--- src/rtl/argmax_pkg.sv ---
// Shared types for the argmax_tracker block.
package argmax_pkg;

  typedef enum logic {
    ACCUM = 1'b0,
    DONE  = 1'b1
  } state_t;

endpackage

--- src/rtl/mag_cmp.sv ---
// Combinational magnitude comparator; exactly one of gt/lt/eq is high.
// Define ARGMAX_SIGNED_EN to compare a and b as two's complement.
module mag_cmp #(
  parameter int DATA_W = 16
) (
  input  logic [DATA_W-1:0] a,
  input  logic [DATA_W-1:0] b,
  output logic              gt,
  output logic              lt,
  output logic              eq
);

`ifdef ARGMAX_SIGNED_EN
  assign gt = $signed(a) > $signed(b);
  assign lt = $signed(a) < $signed(b);
`else
  assign gt = a > b;
  assign lt = a < b;
`endif
  assign eq = (a == b);

endmodule

--- src/rtl/argmax_tracker.sv ---
// Streaming argmax over a frame of scores: reports winning index, max, tie and count.
// Signed scores are selected by defining ARGMAX_SIGNED_EN (default: unsigned).
module argmax_tracker
  import argmax_pkg::*;
#(
  parameter  int DATA_W    = 16,
  parameter  int NUM_CLASS = 10,
  localparam int IDX_W     = $clog2(NUM_CLASS),
  localparam int CNT_W     = $clog2(NUM_CLASS + 1)
) (
  input  logic              clk,
  input  logic              rst,
  input  logic              clear,
  input  logic              in_valid,
  output logic              in_ready,
  input  logic [DATA_W-1:0] in_data,
  input  logic              in_last,
  output logic              out_valid,
  input  logic              out_ready,
  output logic [IDX_W-1:0]  out_idx,
  output logic [DATA_W-1:0] out_max,
  output logic              out_tie,
  output logic [CNT_W-1:0]  out_count
);

  state_t             r_state, w_state_nxt;
  logic [CNT_W-1:0]   r_cnt;
  logic [DATA_W-1:0]  r_run_max;
  logic [IDX_W-1:0]   r_run_idx;
  logic               r_run_tie;
  logic [IDX_W-1:0]   r_out_idx;
  logic [DATA_W-1:0]  r_out_max;
  logic               r_out_tie;
  logic [CNT_W-1:0]   r_out_count;

  logic               w_gt, w_lt, w_eq;
  logic               w_first, w_accept, w_term;
  logic [CNT_W-1:0]   w_cnt_inc;
  logic [DATA_W-1:0]  w_nxt_max;
  logic [IDX_W-1:0]   w_nxt_idx;
  logic               w_nxt_tie;

  mag_cmp #(.DATA_W(DATA_W)) u_cmp (
    .a  (in_data),
    .b  (r_run_max),
    .gt (w_gt),
    .lt (w_lt),
    .eq (w_eq)
  );

  assign w_first   = (r_cnt == '0);
  assign w_accept  = in_valid && in_ready;
  assign w_cnt_inc = r_cnt + CNT_W'(1);
  assign w_term    = w_accept && (in_last || (w_cnt_inc == CNT_W'(NUM_CLASS)));

  // Equal scores only raise tie, so the earliest index of the max is kept.
  assign w_nxt_max = (w_first || w_gt) ? in_data : r_run_max;
  assign w_nxt_idx = w_first ? '0 : (w_gt ? r_cnt[IDX_W-1:0] : r_run_idx);
  assign w_nxt_tie = (w_first || w_gt) ? 1'b0 : (w_eq ? 1'b1 : r_run_tie);

  always_ff @(posedge clk or posedge rst) begin
    if (rst) r_state <= ACCUM;
    else     r_state <= w_state_nxt;
  end

  always_comb begin
    w_state_nxt = r_state;
    in_ready    = 1'b0;
    out_valid   = 1'b0;
    case (r_state)
      ACCUM: begin
        in_ready = 1'b1;
        if (!clear && w_term) w_state_nxt = DONE;
      end
      DONE: begin
        out_valid = 1'b1;
        if (clear || out_ready) w_state_nxt = ACCUM;
      end
      default: w_state_nxt = ACCUM;
    endcase
  end

  always_ff @(posedge clk or posedge rst) begin
    if (rst) begin
      r_cnt       <= '0;
      r_run_max   <= '0;
      r_run_idx   <= '0;
      r_run_tie   <= 1'b0;
      r_out_idx   <= '0;
      r_out_max   <= '0;
      r_out_tie   <= 1'b0;
      r_out_count <= '0;
    end else if (clear || (r_state == DONE && out_ready)) begin
      // Result registers hold their last value until the next frame loads them.
      r_cnt     <= '0;
      r_run_max <= '0;
      r_run_idx <= '0;
      r_run_tie <= 1'b0;
    end else if (w_accept) begin
      r_cnt     <= w_cnt_inc;
      r_run_max <= w_nxt_max;
      r_run_idx <= w_nxt_idx;
      r_run_tie <= w_nxt_tie;
      if (w_term) begin
        r_out_idx   <= w_nxt_idx;
        r_out_max   <= w_nxt_max;
        r_out_tie   <= w_nxt_tie;
        r_out_count <= w_cnt_inc;
      end
    end
  end

  assign out_idx   = r_out_idx;
  assign out_max   = r_out_max;
  assign out_tie   = r_out_tie;
  assign out_count = r_out_count;

endmodule

--- config.mk ---
export PLATFORM = sky130hd
export DESIGN_NAME = argmax_tracker
export DESIGN_NICKNAME = d
export VERILOG_FILES = /design/src/rtl/argmax_pkg.sv /design/src/rtl/mag_cmp.sv /design/src/rtl/argmax_tracker.sv
export SDC_FILE = /design/constraint.sdc
export NUM_CORES = 1
export LEC_CHECK = 0
export BUFFER_PORTS_ARGS = -buffer_cell sky130_fd_sc_hd__buf_2
export CELL_PAD_IN_SITES_DETAIL_PLACEMENT = 1
export CELL_PAD_IN_SITES_GLOBAL_PLACEMENT = 1
export CORE_MARGIN = 8
export CORE_UTILIZATION = 30
export CTS_CLUSTER_SIZE = 14
export DETAILED_ROUTE_END_ITERATION = 8
export GPL_ROUTABILITY_DRIVEN = 0
export HOLD_SLACK_MARGIN = 0.15
export PLACE_DENSITY = 0.6
export SLEW_MARGIN = 40
export SYNTH_ARGS = -nofsm -noshare
export SYNTH_HDL_FRONTEND = slang
export SYNTH_SLANG_ARGS = --single-unit
--- constraint.sdc ---
create_clock -name clk -period 2.9 [get_ports clk]
set_input_delay 0.145 -clock clk [delete_from_list [all_inputs] [get_ports clk]]
set_output_delay 0.145 -clock clk [all_outputs]
set_load 0.03 [all_outputs]
### Yosys cells after proc, flatten, opt, wreduce, memory -nomap -nowiden

Cells that the tools add are included.

| cells by class | value |
|---|---|
| bitwise logic cells | 2 |
| add/subtract/negate cells | 1 |
| mux-type cells | 18 |
| order comparisons | 1 |
| reductions and logical operators | 12 |
| equality and inequality tests | 2 |

Operators by type and width:

| operator | number |
|---|---|
| two-way mux 16 bit | 3 |
| two-way mux 4 bit | 6 |
| equality test 16 bit | 1 |
| > comparator 16 bit | 1 |
| two-way mux 1 bit | 8 |
| adder 4 x 1 -> 4 bit (second input constant) | 1 |
| equality test 4 bit (second input constant) | 1 |
| logical AND 1 bit | 4 |
| zero test 4 bit | 1 |
| logical OR 1 bit | 4 |
| AND reduction 3 bit | 1 |
| NOT 1 bit | 2 |
| one-hot mux 1 bit (2 select lines) | 1 |
| nonzero test 2 bit | 1 |
| zero test 1 bit | 1 |

| storage, ports and cells | value |
|---|---|
| bits in registers | 51 |
| word-level logic and storage cells | 45 |
| input port bits | 22 |
| output and inout port bits | 27 |

### Depth between registers and ports, before layout

Gate-level depths: netlist of the first run.

| logic depth | value |
|---|---|
| depth after elaboration | 7 |
| mapped depth | 11 |
| gate-level depth less buffers | 9 |

### Cells and area by module

From an unflattened synthesis of the first run, not the netlist that was laid out.

| unflattened totals | value |
|---|---|
| cells, all modules | 247 |
| area, all modules | 2,640.0 µm² |

Modules (own cells, without submodules):

| module | area each (µm²) | seq. area each (µm²) | cells each | times used |
|---|---|---|---|---|
| argmax_tracker | 2,227.1 | 1,276.2 | 189 | 1 |
| mag_cmp | 412.9 | 0.0 | 58 | 1 |

### Worst setup path after synthesis of the first run

OpenSTA, ideal clock, no wires.

| timing path | value |
|---|---|
| path kind | flip-flop to flip-flop |
| from | reg r_run_max[15] |
| to | reg r_out_max[0], in the netlist out_max[0] |
| stages on the path, launching flop included | 12 |
| slack | 0.524 ns |
| setup time | 0.137 ns |
| data required time | 2.763 ns |
| data arrival time | 2.239 ns |
| clock period less this slack | 2.376 ns |
| buffers on the path | 2 |
| path through | dfrtp_1 > inv_1 > ha_1 > nand4_2 > nor2_1 > or3_4 > or3_1 > o22ai_2 > buf_6 > buf_12 > mux2i_1 > a21oi_1 |

| between the ends | value |
|---|---|
| word-level cells in the longest chain between the ends | 3 |

RTL lines:

| element | line | RTL |
|---|---|---|
| start: declaration | argmax_tracker.sv:28 | `logic [DATA_W-1:0] r_run_max;` |
| start signal: assignment | argmax_tracker.sv:101 | `r_run_max <= w_nxt_max;` |
| > comparator 16 bit | mag_cmp.sv:17 | `assign gt = a > b;` |
| logical OR 1 bit | argmax_tracker.sv:57 | `assign w_nxt_max = (w_first \|\| w_gt) ? in_data : r_run_max;` |
| two-way mux 16 bit | argmax_tracker.sv:57 |  |
| end signal: assignment | argmax_tracker.sv:106 | `r_out_max <= w_nxt_max;` |
| end: declaration | argmax_tracker.sv:32 | `logic [DATA_W-1:0] r_out_max;` |

Every way passes these cells.
A chain may end at the register's enable or synchronous reset.

### Worst setup path in the final report of the first run

| timing path | value |
|---|---|
| from | in in_data[15] |
| to | reg r_out_max[0], in the netlist out_max[0] |

| between the ends | value |
|---|---|
| word-level cells in the longest chain between the ends | 3 |

RTL lines:

| element | line | RTL |
|---|---|---|
| start: declaration | argmax_tracker.sv:16 | `input logic [DATA_W-1:0] in_data,` |
| > comparator 16 bit | mag_cmp.sv:17 |  |
| logical OR 1 bit | argmax_tracker.sv:57 |  |
| two-way mux 16 bit | argmax_tracker.sv:57 |  |

Every way passes these cells.

==> implementation parameters, run 1 <==
Parameter                              Value

Outcome
  Result of the run    complete, no violations

Critical path
  Critical R2R Capture    out_max[0]$_DFFE_PP0P_
  Element type at the critical path start    input pin
  Standard cell with the maximum stage delay on the critical path    sky130_fd_sc_hd__dlygate4sd3_1
  R2R cell count    10
  Worst-path fanout max    13
  Setup crit end kind    flip-flop
  RR Startpoint    r_run_max[15]$_DFFE_PP0P_
  Critical path start-end classification    input pin to flip-flop
  Setup slack of the most critical reg-to-reg path    0.27 ns
  Critical path, cell by cell    dlygate4sd3_1 -> buf_2 -> ha_1 -> nand4_2 -> nor2_1 -> or3_4 -> or3_1 -> o22ai_2 -> buf_12 -> mux2i_1 -> a21oi_1
  Worst stage delay on the critical path    0.53 ns
  Required time of the worst setup path    3.09 ns
  Arrival time at the worst endpoint    2.90 ns

Clocking
  Clock-pin slew on the worst setup and hold paths    0.10 ns
  Number of buffers inserted by post-CTS setup repair    0
  Clock Sinks    51
  Root buffer cell    sky130_fd_sc_hd__clkbuf_8
  TritonCTS clock tree    done
  Total CTS buffers    5
  Maximum level of the CTS H-tree    2
  Clock latency on the worst-skew pair    0.31 ns
  Bufs on Longest Clock Path    2

Min path
  Depth of the worst hold-timing path    4
  Origin of the worst min-delay path    clear
  End of the worst hold path    r_cnt[2]$_DFFE_PP0P_
  Min-Delay Path Class    input pin to flip-flop

Global routing
  Met3 demand-to-capacity share in global routing    2.558%
  Aggregate global-route resource usage    11.95%
  Fraction of met2 tracks used by global routing    19.48%
  Met1 global-route usage    15.49%
  Global route hottest layer    met2
  Initial antenna violation count    0
  Vias in the first global route    2359
  First-pass GRT wire length    11520 um
  Remaining global-route overflow    0
  Largest net degree at the start of global routing    36

Routing
  DR vias    2140
  Wirelength, routed    6792 um
  Post-DR vias/cell    4.864
  Starting DRC count in detailed routing    55
  First-pass detailed-route iteration total    4
  Number of nets still failing antenna checks after routing    0
  Wire length per cell after detailed routing    15.44 um
  Remaining DRCs    0

Power and ir drop
  Max IR drop VDD    0.2463 mV
  Switching Share    35.55%
  Seq pwr share    47.1%
  Power per cell area    544.9 mW/mm^2
  Static Leakage    1.525 nW
  Int Power    1.162 mW
  Net switching power of the design    0.6410 mW
  Fraction of power consumed by combinational cells    30.1%
  Clock share of power    22.9%

Yosys
  Number of cells produced by synthesis    258
  Netlist cell types    34
  Synthesized flop and latch total    51
  Total of warnings raised by yosys    0
  Area of the mapped netlist    0.002661 sq mm
  Sequential share of the synthesized area    47.95%
  Net count of the mapped netlist    299
  Avg Synthesized Cell Area    10.32 sq um

Timing
  Final Hold Fails    0
  Rel. slew slack    49.31%
  Minimum clock period    2.718 ns
  Post-route worst setup slack    0.1818 ns
  Final worst-path cycle share    93.73%
  Count of final setup violators    0
  Transition time at the pin with the least slew margin    0.7596 ns
  FMAX    367.9 MHz
  RSZ-0062 raised after global routing    no
  Final number of max-transition violations    0
  Layout Skew    0.01050 ns
  Sum of negative setup slack    0 ns

Floorplan
  Core region area    0.008678 sq mm
  Chip height    110.2 um
  Initial Utilization    30.67%
  Horizontal die dimension    110.2 um
  Die Outline Area    0.01214 sq mm
  Number of primary I/O pins    49
  Number of rows created at floorplan    34

Run
  Maximum capacitance violations    0

Layout
  Layout overhead on the synthesized area    24.35%
  Antenna diode count    0
  Number of fill cells    1024
  Final Instance Count excl. Fillers    440
  Layout cell share with drive strength beyond 1    22.29%
  Nets@finish    372
  Commonest non-fill, non-tap cell in the layout    sky130_fd_sc_hd__dfrtp_1
  Commonest cells after routing, fill and taps aside    sky130_fd_sc_hd__dfrtp_1 (51), sky130_fd_sc_hd__buf_2 (48), sky130_fd_sc_hd__nand2_1 (25)

Placed design
  Worst slack at placement    0.2614 ns
  Post-DP HPWL    4919 um
  Post-placement cell count    412
  Input/output buffers    48
## logic make-up (layout without fill, tap and decap cells)
| family | count (synthesis) | count (layout) | synth area share [%] |
|---|---|---|---|
| buffers and inverters | 30 | 104 | 5.971 |
| DFF | 51 | 51 | 47.95 |
| xor gates and xnor gates | 2 | 2 | 0.6583 |
| muxes | 18 | 18 | 6.770 |
| and+or+nand+nor | 72 | 72 | 12.69 |
| adders and majority gates | 19 | 19 | 8.933 |
| AOI/OAI and AO/OA | 66 | 66 | 17.02 |
## sequential cells by signal (all words and copies together) (netlist names)
register,count
out_count,4
out_idx,4
out_max,16
out_tie,1
r_cnt,4
r_run_idx,4
r_run_max,16
r_run_tie,1
r_state,1
## Yosys cell counts
library cell | number | area, sq um
sky130_fd_sc_hd__buf_12 | 1 | 20.02
sky130_fd_sc_hd__o31ai_2 | 3 | 37.54
sky130_fd_sc_hd__a21oi_1 | 23 | 115.1
sky130_fd_sc_hd__a31o_1 | 1 | 8.760
sky130_fd_sc_hd__nand4_2 | 1 | 12.51
sky130_fd_sc_hd__and2_1 | 1 | 6.260
sky130_fd_sc_hd__buf_6 | 4 | 45.04
sky130_fd_sc_hd__dfrtp_1 | 51 | 1276
sky130_fd_sc_hd__nand4_1 | 2 | 12.51
sky130_fd_sc_hd__o21ai_1 | 1 | 5.000
sky130_fd_sc_hd__nand2_1 | 25 | 93.84
sky130_fd_sc_hd__nor2b_1 | 5 | 31.28
sky130_fd_sc_hd__or2_2 | 1 | 6.260
sky130_fd_sc_hd__or3_1 | 1 | 6.260
sky130_fd_sc_hd__o22ai_2 | 1 | 12.51
sky130_fd_sc_hd__xnor2_1 | 1 | 8.760
sky130_fd_sc_hd__nor2_1 | 25 | 93.84
sky130_fd_sc_hd__inv_1 | 20 | 75.07
sky130_fd_sc_hd__xor2_1 | 1 | 8.760
sky130_fd_sc_hd__a22o_1 | 20 | 175.2
sky130_fd_sc_hd__a31oi_1 | 1 | 6.260
sky130_fd_sc_hd__nand2b_1 | 3 | 18.77
sky130_fd_sc_hd__nor3_1 | 2 | 10.01
sky130_fd_sc_hd__or3_4 | 1 | 11.26
sky130_fd_sc_hd__nor2_2 | 2 | 12.51
sky130_fd_sc_hd__nand3_1 | 2 | 10.01
sky130_fd_sc_hd__o21a_1 | 1 | 7.510
sky130_fd_sc_hd__mux2i_1 | 18 | 180.2
sky130_fd_sc_hd__o31ai_1 | 3 | 22.52
sky130_fd_sc_hd__a211oi_1 | 1 | 7.510
sky130_fd_sc_hd__ha_1 | 19 | 237.7
sky130_fd_sc_hd__o21ai_0 | 11 | 55.05
sky130_fd_sc_hd__clkbuf_1 | 5 | 18.77
sky130_fd_sc_hd__nor4_2 | 1 | 12.51
## layout make-up
cell class / count / area, sq um / share of cell area (%)
tap: 108 / 135.1 / 4.083
sequential: 51 / 1276 / 38.56
timing repair buffer: 76 / 513.0 / 15.50
clock inverter: 1 / 5.005 / 0.1512
inverter: 20 / 75.07 / 2.268
clock buffer: 7 / 76.32 / 2.306
multi-input combinational: 177 / 1229 / 37.13
## routing by layer
metal  up-vias  wire length (um)
li1       1040                 -
met1      1057              3346
met2        38              3094
met3         5               274
met4         0                76
met5         -                 0
## critical path, delay by kind of cell
kind / cells / cell delay, ns
AOI/OAI and AO/OA: 2 / 0.37
adders and majority gates: 1 / 0.33
buffers and inverters: 3 / 0.90
muxes: 1 / 0.22
and+or+nand+nor: 4 / 0.94
## worst max path at each step
stage,slack [ns],endpoint,start
finish,0.18,out_max[0]$_DFFE_PP0P_,in_data[15]
global route,0.04,out_max[13]$_DFFE_PP0P_,in_data[9]
CTS,0.18,out_max[11]$_DFFE_PP0P_,in_data[15]
detailed placement,0.26,out_max[11]$_DFFE_PP0P_,r_run_max[15]$_DFFE_PP0P_
global placement,0.33,out_max[11]$_DFFE_PP0P_,r_run_max[14]$_DFFE_PP0P_
floorplan,0.52,out_max[0]$_DFFE_PP0P_,r_run_max[15]$_DFFE_PP0P_
## stage by stage
step	power, mW	hold slack, ns	util, %	area (sq um)
after floorplan	1.228	0.2313	-	2661
after global placement	1.385	0.2086	34.89	3028
after detailed placement	1.393	0.2083	34.89	3028
after CTS	1.844	0.2691	38.13	3309
after global routing	1.914	0.3286	38.13	3309
final	1.803	0.2771	38.13	3309
## power groups by stage
stage               registers [mW]  logic, mW  clock network, mW
finish                       0.849      0.542              0.413
global route                 0.863      0.599              0.452
CTS                          0.850      0.553              0.440
detailed placement           0.863      0.531                  0
global placement             0.861      0.524                  0
floorplan                    0.991      0.237                  0
## repair_timing
action / CTS / global route
hold buffers: 20 / 0
resized for setup: 0 / 0
hold endpoints to repair: 39 / 0
Note: power is estimated with default switching activity, not from simulation.
==> run 2: changes to the inputs <==
--- a/config.mk
+++ b/config.mk
@@ -14,7 +14,7 @@
 export DETAILED_ROUTE_END_ITERATION = 8
 export GPL_ROUTABILITY_DRIVEN = 0
 export HOLD_SLACK_MARGIN = 0.15
-export PLACE_DENSITY = 0.6
+export PLACE_DENSITY_LB_ADDON = 0.3
 export SLEW_MARGIN = 40
 export SYNTH_ARGS = -nofsm -noshare
 export SYNTH_HDL_FRONTEND = slang
==> run 2 against run 1 <==
- non-clock buffer count is 1 higher
- hold slack better by 0.043 ns
- sequential power hardly changed
- largest power group unchanged
- clock skew is 0.0038 ns lower
- global-route usage is 0.18 points lower
==> implementation parameters, run 2 (synthesized netlist as in run 1, its figures left out) <==
Parameter                              Value

Outcome
  Result of the run    complete, no violations

Routing
  Starting DRC count in detailed routing    50 (-9.1%)
  Wire length per cell after detailed routing    15.14 um (-1.9%)
  Remaining DRCs    0 (unchanged)
  DR vias    2136 (-0.19%)
  First-pass detailed-route iteration total    4 (unchanged)
  Post-DR vias/cell    4.844 (-0.41%)
  Number of nets still failing antenna checks after routing    0 (unchanged)
  Wirelength, routed    6677 um (-1.7%)

Clocking
  Bufs on Longest Clock Path    2 (unchanged)
  Clock Sinks    51 (unchanged)
  Clock latency on the worst-skew pair    0.30 ns (about the same)
  Total CTS buffers    5 (unchanged)
  Maximum level of the CTS H-tree    2 (unchanged)
  Clock-pin slew on the worst setup and hold paths    0.09 ns (about the same)
  TritonCTS clock tree    done
  Root buffer cell    sky130_fd_sc_hd__clkbuf_8

Layout
  Nets@finish    373 (+0.27%)
  Layout overhead on the synthesized area    25.81%
  Commonest cells after routing, fill and taps aside    sky130_fd_sc_hd__dfrtp_1 (51), sky130_fd_sc_hd__buf_2 (48), sky130_fd_sc_hd__nand2_1 (25)
  Layout cell share with drive strength beyond 1    22.52% (+0.23 points)
  Final Instance Count excl. Fillers    441 (+0.23%)
  Commonest non-fill, non-tap cell in the layout    sky130_fd_sc_hd__dfrtp_1
  Number of fill cells    1006 (-1.8%)
  Antenna diode count    0 (unchanged)

Critical path
  Critical path start-end classification    input pin to flip-flop
  Required time of the worst setup path    3.09 ns (about the same)
  Arrival time at the worst endpoint    2.90 ns (about the same)
  Standard cell with the maximum stage delay on the critical path    sky130_fd_sc_hd__dlygate4sd3_1
  Critical R2R Capture    r_run_max[5]$_DFFE_PP0P_
  Setup crit end kind    flip-flop
  RR Startpoint    r_run_max[15]$_DFFE_PP0P_
  Element type at the critical path start    input pin
  Worst-path fanout max    5 (-8)
  R2R cell count    9 (-1)
  Kind of cell with the highest combined delay on the critical path    simple AND/OR/NAND/NOR gates
  Setup slack of the most critical reg-to-reg path    0.29 ns (+0.02 ns)
  Critical path, cell by cell    dlygate4sd3_1 -> buf_2 -> ha_1 -> nand4_2 -> nor2_1 -> or3_4 -> or3_1 -> o22ai_4 -> buf_4 -> mux2i_1 -> a21oi_1
  Worst stage delay on the critical path    0.53 ns (about the same)
  Critical path buffers and inverters    3 (unchanged)

Global routing
  Met1 global-route usage    15.23% (-0.25 points)
  Aggregate global-route resource usage    11.77% (-0.18 points)
  Global route hottest layer    met2
  Vias in the first global route    2320 (-1.7%)
  Initial antenna violation count    0 (unchanged)
  First-pass GRT wire length    11360 um (-1.4%)
  Fraction of met2 tracks used by global routing    19.61% (+0.13 points)
  Met3 demand-to-capacity share in global routing    2.674% (+0.12 points)
  Largest net degree at the start of global routing    52 (+44%)
  Remaining global-route overflow    0 (unchanged)

Timing
  Sum of negative setup slack    0 ns (unchanged)
  Final number of max-transition violations    0 (unchanged)
  Layout Skew    0.006705 ns (-0.003797 ns)
  Final worst-path cycle share    93.20% (-0.53 points)
  Final Hold Fails    0 (unchanged)
  Minimum clock period    2.703 ns (-0.01546 ns)
  Post-route worst setup slack    0.1973 ns (+0.01546 ns)
  Hold slack    0.3197 ns (+0.04261 ns)
  Transition time at the pin with the least slew margin    0.6990 ns (-0.06056 ns)
  Count of final setup violators    0 (unchanged)
  Rel. slew slack    53.35% (+4.0 points)
  FMAX    370.0 MHz (+0.57%)
  RSZ-0062 raised after global routing    no

Min path
  End of the worst hold path    r_cnt[2]$_DFFE_PP0P_
  Depth of the worst hold-timing path    5 (+1)
  Min-Delay Path Class    input pin to flip-flop
  Origin of the worst min-delay path    clear

Power and ir drop
  Max IR drop VDD    0.2646 mV (+7.4%)
  Total power draw    1.812 mW (+0.51%)
  Power per cell area    541.3 mW/mm^2 (-0.66%)
  Static Leakage    1.534 nW (+0.60%)

Floorplan
  Core region area    0.008678 sq mm (unchanged)
  Die Outline Area    0.01214 sq mm (unchanged)
  Chip height    110.2 um (unchanged)
  Number of rows created at floorplan    34 (unchanged)
  Number of primary I/O pins    49 (unchanged)
  Initial Utilization    30.67% (unchanged)
  Horizontal die dimension    110.2 um (unchanged)

Placed design
  Worst slack at placement    0.1723 ns (-0.08908 ns)
  Post-DP HPWL    4859 um (-1.2%)
  Input/output buffers    48 (unchanged)
  Post-placement cell count    412 (unchanged)

Run
  Maximum capacitance violations    0 (unchanged)
[run 2: cell count changes in the layout (fill, tap and decap cells not counted), sizes merged]
cell	delta
buf	+1
[run 2: stage by stage]
stage,util [%],instance area (sq um)
after detailed placement,35.06,3043
after CTS,38.31,3324
final,38.58,3348
after floorplan,-,2661
after global placement,35.03,3040
after global routing,38.58,3348
[run 2: worst max-delay path by stage]
stage	start	endpoint	slack, ns	depth (start not counted)
floorplan	r_run_max[15]$_DFFE_PP0P_	out_max[0]$_DFFE_PP0P_	0.52	11
global placement	r_run_max[15]$_DFFE_PP0P_	out_max[0]$_DFFE_PP0P_	0.27	9
detailed placement	r_run_max[15]$_DFFE_PP0P_	r_run_max[2]$_DFFE_PP0P_	0.17	9
CTS	in_data[15]	r_run_max[5]$_DFFE_PP0P_	0.06	10
global route	in_data[15]	r_run_max[5]$_DFFE_PP0P_	0.01	9
finish	in_data[15]	out_max[14]$_DFFE_PP0P_	0.20	11
[run 2: report_power, final]
group	internal, mW	switching, mW
Clock	0.170	0.243
Sequential	0.796	0.0522
Combinational	0.201	0.350
Total	1.17	0.645
[run 2: what timing repair did]
item	4_1_cts	5_1_grt
buffers inserted	0	1
gates resized for setup	0	2
endpoints found under the setup margin	0	17
hold buffers	20	0
hold endpoints to repair	69	0
[run 2: per-layer routing]
metal,share of wire [%],up-vias,wire length [um]
met3,4.7,4,312
li1,-,1050,-
met1,47,1043,3141
met4,0.66,0,44
met2,48,39,3179
met5,0,-,0
[run 2: worst reg2reg max path, stage by stage, from the launching register on]
cell and delay (ns):
sky130_fd_sc_hd__dfrtp_1 0.39, sky130_fd_sc_hd__inv_1 0.06, sky130_fd_sc_hd__ha_1 0.32, sky130_fd_sc_hd__nand4_2 0.17, sky130_fd_sc_hd__nor4_2 0.36, sky130_fd_sc_hd__a22o_1 0.30, sky130_fd_sc_hd__o31ai_4 0.16, sky130_fd_sc_hd__a31o_1 0.35
sky130_fd_sc_hd__buf_12 0.19, sky130_fd_sc_hd__a22o_1 0.23
[run 2: layout make-up]
class / instances / area, sq um / share of cell area [%]
clock buffers: 7 / 76.32 / 2.280
clock inverters: 1 / 5.005 / 0.1495
inverters: 20 / 77.57 / 2.317
multi-input cells: 177 / 1245 / 37.18
flip-flops and latches: 51 / 1276 / 38.12
well taps: 108 / 135.1 / 4.036
repair buffers: 77 / 533.0 / 15.92
